<file path="config.mk">
export PLATFORM = sky130hd
export DESIGN_NAME = idma_w_burst_tracker
export DESIGN_NICKNAME = d
export VERILOG_FILES = /design/src/rtl/idma_w_burst_tracker_pkg.sv /design/src/rtl/idma_w_burst_tracker_fifo.sv /design/src/rtl/idma_w_burst_tracker.sv
export SDC_FILE = /design/constraint.sdc
export NUM_CORES = 1
export LEC_CHECK = 0
export CORE_UTILIZATION = 46
export CTS_BUF_LIST = sky130_fd_sc_hd__clkbuf_2
export DETAILED_ROUTE_END_ITERATION = 10
export PLACE_DENSITY = 0.92
export SKIP_LAST_GASP = 1
export SLEW_MARGIN = 10
export SYNTH_ARGS = -nofsm -noshare
export SYNTH_HDL_FRONTEND = slang
export SYNTH_SLANG_ARGS = --single-unit
</file>
<file path="constraint.sdc">
create_clock -name clk_i -period 3.86 [get_ports clk_i]
set_clock_uncertainty 0.2 [all_clocks]
set_input_delay 0.772 -clock clk_i [delete_from_list [all_inputs] [get_ports clk_i]]
set_output_delay 0.772 -clock clk_i [all_outputs]
set_load 0.1 [all_outputs]
</file>
<file path="src/rtl/idma_w_burst_tracker_pkg.sv">
// Shared types and helpers for the iDMA write-side burst tracker.
// Optional feature macro: IDMA_BTRACK_ERR_ADDR_EN (see idma_w_burst_tracker.sv).
package idma_w_burst_tracker_pkg;

    // Widest burst address the tracker entry type can carry.
    localparam int unsigned BtrackMaxAddrWidth = 64;

    // AXI B response encoding.
    typedef enum logic [1:0] {
        RespOkay   = 2'b00,
        RespExOkay = 2'b01,
        RespSlvErr = 2'b10,
        RespDecErr = 2'b11
    } resp_t;

    // One entry per emitted AW burst.
    typedef struct packed {
        logic                          last;
        logic                          super_last;
        logic [BtrackMaxAddrWidth-1:0] addr;
    } btrack_entry_t;

    // SLVERR and DECERR both have bit 1 set; OKAY and EXOKAY are success.
    function automatic logic is_err(input resp_t resp);
        return resp[1];
    endfunction

endpackage

</file>
<file path="src/rtl/idma_w_burst_tracker_fifo.sv">
// Non-fall-through FIFO holding outstanding AW burst records.
// Depth must be a power of two so pointers wrap naturally.
module idma_w_burst_tracker_fifo #(
    parameter int unsigned Depth     = 8,
    parameter int unsigned DataWidth = 2
) (
    input  logic                 clk_i,
    input  logic                 rst_ni,
    input  logic                 push_i,
    input  logic [DataWidth-1:0] data_i,
    input  logic                 pop_i,
    output logic [DataWidth-1:0] data_o,
    output logic                 full_o,
    output logic                 empty_o
);

    localparam int unsigned PtrWidth = (Depth > 1) ? $clog2(Depth) : 1;
    localparam int unsigned CntWidth = $clog2(Depth + 1);

    logic [PtrWidth-1:0]  r_wr_ptr;
    logic [PtrWidth-1:0]  r_rd_ptr;
    logic [CntWidth-1:0]  r_cnt;
    logic [DataWidth-1:0] r_mem [Depth];

    logic                 w_push;
    logic                 w_pop;
    logic [PtrWidth-1:0]  w_wr_ptr_d;
    logic [PtrWidth-1:0]  w_rd_ptr_d;
    logic [CntWidth-1:0]  w_cnt_d;

    assign full_o  = (r_cnt == CntWidth'(Depth));
    assign empty_o = (r_cnt == '0);
    assign w_push  = push_i & ~full_o;
    assign w_pop   = pop_i & ~empty_o;
    assign data_o  = r_mem[r_rd_ptr];

    // Pointer and occupancy next state; push+pop together leaves occupancy unchanged.
    always_comb begin
        w_wr_ptr_d = r_wr_ptr;
        w_rd_ptr_d = r_rd_ptr;
        w_cnt_d    = r_cnt;
        if (w_push) begin
            w_wr_ptr_d = r_wr_ptr + PtrWidth'(1);
        end
        if (w_pop) begin
            w_rd_ptr_d = r_rd_ptr + PtrWidth'(1);
        end
        if (w_push && !w_pop) begin
            w_cnt_d = r_cnt + CntWidth'(1);
        end else if (!w_push && w_pop) begin
            w_cnt_d = r_cnt - CntWidth'(1);
        end
    end

    // Pointer and occupancy registers.
    always_ff @(posedge clk_i or negedge rst_ni) begin
        if (!rst_ni) begin
            r_wr_ptr <= '0;
            r_rd_ptr <= '0;
            r_cnt    <= '0;
        end else begin
            r_wr_ptr <= w_wr_ptr_d;
            r_rd_ptr <= w_rd_ptr_d;
            r_cnt    <= w_cnt_d;
        end
    end

    // Storage array, written at the write pointer on an accepted push.
    always_ff @(posedge clk_i or negedge rst_ni) begin
        if (!rst_ni) begin
            for (int i = 0; i < int'(Depth); i++) begin
                r_mem[i] <= '0;
            end
        end else if (w_push) begin
            r_mem[r_wr_ptr] <= data_i;
        end
    end

endmodule

</file>
<file path="src/rtl/idma_w_burst_tracker.sv">
// Tracks AW bursts emitted by the 1D write legalizer, retires them in order against
// AXI B responses and emits one completion per legalized 1D transfer with a sticky
// error flag.
// Optional feature macro: IDMA_BTRACK_ERR_ADDR_EN -- when defined, the burst address is
// stored per entry and the address of the first failing burst of a transfer is reported
// on rsp_err_addr_o; otherwise rsp_err_addr_o is tied to zero.
module idma_w_burst_tracker
    import idma_w_burst_tracker_pkg::*;
#(
    parameter int unsigned NumOutstanding = 8,
    parameter int unsigned AddrWidth      = 24
) (
    input  logic                 clk_i,
    input  logic                 rst_ni,
    input  logic                 aw_valid_i,
    output logic                 aw_ready_o,
    input  logic                 aw_last_i,
    input  logic                 aw_super_last_i,
    input  logic [AddrWidth-1:0] aw_addr_i,
    input  logic                 b_valid_i,
    output logic                 b_ready_o,
    input  logic [1:0]           b_resp_i,
    output logic                 rsp_valid_o,
    input  logic                 rsp_ready_i,
    output logic                 rsp_error_o,
    output logic                 rsp_last_o,
    output logic [AddrWidth-1:0] rsp_err_addr_o,
    output logic                 busy_o
);

`ifdef IDMA_BTRACK_ERR_ADDR_EN
    localparam int unsigned EntryWidth = 2 + AddrWidth;
`else
    localparam int unsigned EntryWidth = 2;
`endif

    logic                  w_fifo_full;
    logic                  w_fifo_empty;
    logic [EntryWidth-1:0] w_fifo_wdata;
    logic [EntryWidth-1:0] w_fifo_rdata;
    btrack_entry_t         w_head;
    logic                  w_unused_head_addr;

    logic                  w_push;
    logic                  w_pop;
    logic                  w_bresp_err;

    logic                  r_err;
    logic                  r_rsp_valid;
    logic                  r_rsp_error;
    logic                  r_rsp_last;
    logic                  w_err_d;
    logic                  w_rsp_valid_d;
    logic                  w_rsp_error_d;
    logic                  w_rsp_last_d;

`ifdef IDMA_BTRACK_ERR_ADDR_EN
    assign w_fifo_wdata = {aw_last_i, aw_super_last_i, aw_addr_i};
`else
    logic w_unused_aw_addr;
    assign w_fifo_wdata     = {aw_last_i, aw_super_last_i};
    assign w_unused_aw_addr = ^aw_addr_i;
`endif

    idma_w_burst_tracker_fifo #(
        .Depth     (NumOutstanding),
        .DataWidth (EntryWidth)
    ) u_fifo (
        .clk_i   (clk_i),
        .rst_ni  (rst_ni),
        .push_i  (w_push),
        .data_i  (w_fifo_wdata),
        .pop_i   (w_pop),
        .data_o  (w_fifo_rdata),
        .full_o  (w_fifo_full),
        .empty_o (w_fifo_empty)
    );

    // Unpack the FIFO head into the shared entry type.
    always_comb begin
        w_head            = '0;
        w_head.last       = w_fifo_rdata[EntryWidth-1];
        w_head.super_last = w_fifo_rdata[EntryWidth-2];
`ifdef IDMA_BTRACK_ERR_ADDR_EN
        w_head.addr       = BtrackMaxAddrWidth'(w_fifo_rdata[AddrWidth-1:0]);
`endif
    end

    // Only the low AddrWidth bits of the entry address carry information.
    assign w_unused_head_addr = ^w_head.addr;

    // Full flag is registered, so a pop in the same cycle never opens the AW path early.
    assign aw_ready_o  = ~w_fifo_full;
    assign w_push      = aw_valid_i & aw_ready_o;
    // A last-burst B must wait until the single response slot is free or draining.
    assign b_ready_o   = ~w_fifo_empty & (~w_head.last | ~r_rsp_valid | rsp_ready_i);
    assign w_pop       = b_valid_i & b_ready_o;
    assign w_bresp_err = is_err(resp_t'(b_resp_i));

    // Sticky error and completion register next state.
    always_comb begin
        w_err_d       = r_err;
        w_rsp_valid_d = r_rsp_valid;
        w_rsp_error_d = r_rsp_error;
        w_rsp_last_d  = r_rsp_last;
        if (r_rsp_valid && rsp_ready_i) begin
            w_rsp_valid_d = 1'b0;
        end
        if (w_pop) begin
            if (w_head.last) begin
                // Load overrides a drain in the same cycle: no bubble between responses.
                w_rsp_valid_d = 1'b1;
                w_rsp_error_d = r_err | w_bresp_err;
                w_rsp_last_d  = w_head.super_last;
                w_err_d       = 1'b0;
            end else begin
                w_err_d = r_err | w_bresp_err;
            end
        end
    end

    // Sticky error and completion registers.
    always_ff @(posedge clk_i or negedge rst_ni) begin
        if (!rst_ni) begin
            r_err       <= 1'b0;
            r_rsp_valid <= 1'b0;
            r_rsp_error <= 1'b0;
            r_rsp_last  <= 1'b0;
        end else begin
            r_err       <= w_err_d;
            r_rsp_valid <= w_rsp_valid_d;
            r_rsp_error <= w_rsp_error_d;
            r_rsp_last  <= w_rsp_last_d;
        end
    end

    assign rsp_valid_o = r_rsp_valid;
    assign rsp_error_o = r_rsp_error;
    assign rsp_last_o  = r_rsp_last;
    assign busy_o      = ~w_fifo_empty | r_rsp_valid;

`ifdef IDMA_BTRACK_ERR_ADDR_EN
    logic [AddrWidth-1:0] r_err_addr;
    logic [AddrWidth-1:0] r_rsp_err_addr;
    logic [AddrWidth-1:0] w_err_addr_d;
    logic [AddrWidth-1:0] w_rsp_err_addr_d;
    logic [AddrWidth-1:0] w_head_addr;
    logic                 w_first_fail;

    assign w_head_addr  = w_head.addr[AddrWidth-1:0];
    // r_err set means an earlier burst of this transfer already failed.
    assign w_first_fail = w_pop & w_bresp_err & ~r_err;

    // Capture the first failing burst address and hand it to the response on last pop.
    always_comb begin
        w_err_addr_d     = r_err_addr;
        w_rsp_err_addr_d = r_rsp_err_addr;
        if (w_first_fail && !w_head.last) begin
            w_err_addr_d = w_head_addr;
        end
        if (w_pop && w_head.last) begin
            if (r_err) begin
                w_rsp_err_addr_d = r_err_addr;
            end else if (w_bresp_err) begin
                w_rsp_err_addr_d = w_head_addr;
            end else begin
                w_rsp_err_addr_d = '0;
            end
        end
    end

    // Error address registers.
    always_ff @(posedge clk_i or negedge rst_ni) begin
        if (!rst_ni) begin
            r_err_addr     <= '0;
            r_rsp_err_addr <= '0;
        end else begin
            r_err_addr     <= w_err_addr_d;
            r_rsp_err_addr <= w_rsp_err_addr_d;
        end
    end

    assign rsp_err_addr_o = r_rsp_err_addr;
`else
    assign rsp_err_addr_o = '0;
`endif

endmodule

</file>
==> impl_metrics.env <==
export IMPL_drc=0
export IMPL_start_util=0.492
export IMPL_dpl_hpwl_um=1970
export IMPL_grt_antenna_before_repair=0
export IMPL_cp_max_fo=6
export IMPL_cp_start_kind="register"
export IMPL_drv_slew=0
export IMPL_core_area_um2=3440
export IMPL_die_h_um=62.7
export IMPL_htreeDepth=2
export IMPL_clkPwrFrac=0.088
export IMPL_synth_common_cells="dfrtp_1 (30), buf_4 (24), mux2_2 (19)"
export IMPL_synth_area_leaders="dfrtp_1 (44%), mux2_2 (13%), buf_4 (11%), mux4_2 (5.3%), ha_1 (3.7%)"
export IMPL_stdcell_count=204
export IMPL_synth_top_area_cell="dfrtp_1"
export IMPL_grt_setup_unrepaired="no"
export IMPL_yosys_warnings=0
export IMPL_synth_edf_count=0
export IMPL_timing_final_crit_share=0.852
export IMPL_grt_pass1_vias=955
export IMPL_nNetsFinal=197
export IMPL_gp_routability_congestion=0.749
export IMPL_setup_viol=0
export IMPL_cts_hold_buf=0
export IMPL_startpoint="u_fifo.r_rd_ptr[0]$_DFFE_PN0P_"
export IMPL_combPwrFrac=0.530
export IMPL_drive_gt1_frac=0.241
export IMPL_end_kind="primary output"
export IMPL_vias=1011
export IMPL_seqPwrFrac=0.382
export IMPL_grtUsageTotal=0.160
export IMPL_wl_um=2670
export IMPL_swShare=0.462
export IMPL_dpl_cell_count=197
export IMPL_async_flop_share=1.00
export IMPL_initialDrtViolationCount=42
export IMPL_synth_flop_cell="dfrtp_1"
export IMPL_run_status="finished, final reports clean"
export IMPL_via_per_inst=4.96
export IMPL_synth_xor_area_frac=0.0362
export IMPL_tightestPinTransition_ps=960
export IMPL_muxShareOfSynthArea=0.207
export IMPL_ios=63
export IMPL_avgSynthCellArea_um2=12.0
export IMPL_vdd_drop_max_mv=0.256
export IMPL_overflow=0
export IMPL_synth_most_common_cell="dfrtp_1"
export IMPL_r2r_start="u_fifo.r_rd_ptr[0]$_DFFE_PN0P_"
export IMPL_finalCriticalPeriod_ps=3290
export IMPL_p_switching_mw=0.763
export IMPL_portBuffers=13
export IMPL_hold_viol_final=0
export IMPL_dieArea_um2=3930
export IMPL_power_density_nw_per_um2=916
export IMPL_fin_tns_setup_ps=0
export IMPL_crit_chain="mux4_2, mux2_4, a21oi_1, buf_4"
export IMPL_maxCapViolCount=0
export IMPL_drtPass1Iterations=4
export IMPL_grt_max_degree=31
export IMPL_num_rows=21
export IMPL_ys_seq_area_frac=0.443
export IMPL_critPathKind="register to primary output"
export IMPL_hold_path_class="register to register"
export IMPL_syn2layout_area_growth_pct=6.50
export IMPL_maxSlewHeadroom=0.358
export IMPL_path_buf_inv=1
export IMPL_diodes=0
export IMPL_fmax_mhz=304
export IMPL_fp_dieW_um=62.7
export IMPL_synth_area_um2=1690
export IMPL_grt_pass1_wl_um=4620
export IMPL_post_drt_wl_per_cell_um=13.1
export IMPL_synthSimpleGateAreaFrac=0.0946
export IMPL_ys_ff_latch=30
export IMPL_cts_clk_slew_worst_paths_ps=130
export IMPL_ant_nets=0
export IMPL_cts_setup_buffers=0
export IMPL_synth_compound_gate_area_share=0.0392
export IMPL_synthAdderAreaFrac=0.0488
export IMPL_numCtsBuffers=5
export IMPL_cts_resized=0
export IMPL_cp_top_family="multiplexers"
export IMPL_cp_arrival_ps=2320
export IMPL_cts_tree="built"
export IMPL_cts_buffer_depth=2
export IMPL_synth_top_family_by_area="multiplexers"
export IMPL_slowest_delay_ps=580
export IMPL_intPower_mw=0.888
export IMPL_synth_top_area_share=0.443
export IMPL_ys_types=33
export IMPL_required_ps=2890
export IMPL_synthCells=141
export IMPL_leakage_nw=0.816
export IMPL_hp_start="u_fifo.r_mem[13]$_DFFE_PN0P_"
export IMPL_cts_root_buf="clkbuf_2"
export IMPL_clock_latency_ps=350
export IMPL_cts_sinks=30
export IMPL_critPathSlowestCell="dfrtp_1"
## cell families (layout without fill, tap and decap cells)
logic type	Yosys count	after routing
compound gates	9	9
xor+xnor	7	7
fa+ha+maj	6	6
buf+inv	32	26
flops	30	30
mux	27	27
other cells	1	24
simple gates	29	29
## power by group through the flow
stage	clock (mW)	combinational (mW)	sequential (mW)
floorplan	0	0.724	0.651
global placement	0	0.851	0.622
detailed placement	0	0.883	0.640
CTS	0.155	0.886	0.632
global route	0.167	0.944	0.662
finish	0.146	0.874	0.631
## cell usage in the layout, fill, tap and decap left out, types with 2 or more instances in the layout
cell             synthesis  layout
xnor2_1                  5       5
clkbuf_2                 0       7
a21oi_1                  3       3
nor4b_1                  2       2
buf_4                   24       4
mux2i_1                  2       2
o21ai_0                  3       3
conb_1                   1      24
ha_1                     5       5
nand3_1                  2       2
nor2b_1                  2       2
nand4b_1                 2       2
dfrtp_1                 30      30
mux2_2                  19      19
xor2_1                   2       2
clkdlybuf4s50_1          0      10
mux4_2                   4       4
nand2_1                  9       9
nand2b_1                 3       3
inv_1                    4       4
nor2_1                   4       4
## cell type report
type | count | area, um2
multi-input cells | 102 | 811
inverters | 5 | 18.8
flip-flops and latches | 30 | 751
clock buffers | 7 | 35.0
well taps | 46 | 57.6
fillers | 323 | 1640
repair buffers | 14 | 130
## registers in the layout, summed over array words and instances (netlist names)
name             cells
rsp_valid_o          1
u_fifo.r_rd_ptr      3
u_fifo.r_mem        16
r_err                1
rsp_error_o          1
u_fifo.r_cnt         4
u_fifo.r_wr_ptr      3
rsp_last_o           1
## metal layers
metal,part of all wire,track usage,up-vias
met2,0.49,0.249,28
met3,0.042,0.0566,7
met4,0.021,0.0785,0
li1,-,-,477
met5,0,0,-
met1,0.45,0.195,499
## path summary, 6_finish.rpt
| check | end | slack (ps) | depth (start not counted) |
|---|---|---|---|
| worst max-delay path | b_ready_o | 570 | 4 |
| worst min-delay path | u_fifo.r_mem[13]$_DFFE_PN0P_ | 320 | 1 |
| worst max register to register | u_fifo.r_cnt[3]$_DFFE_PN0P_ | 590 | 11 |
| worst min register to register | u_fifo.r_mem[13]$_DFFE_PN0P_ | 320 | 1 |
| max in group asynchronous | r_err$_DFFE_PN0N_ | 2600 | 2 |
| min in group asynchronous | u_fifo.r_mem[4]$_DFFE_PN0P_ | 580 | 2 |
## through the flow
step	setup slack, ps	instance area [um2]	power [mW]	util	hold slack (ps)
6_report	570	1800	1.65	0.524	321
4_1_cts	499	1800	1.67	0.524	325
3_3_place_gp	661	1770	1.47	0.514	283
2_1_floorplan	113	1780	1.37	-	260
5_1_grt	380	1800	1.77	0.524	333
3_5_place_dp	571	1770	1.52	0.514	294
Power figures use the tool's default switching activity.
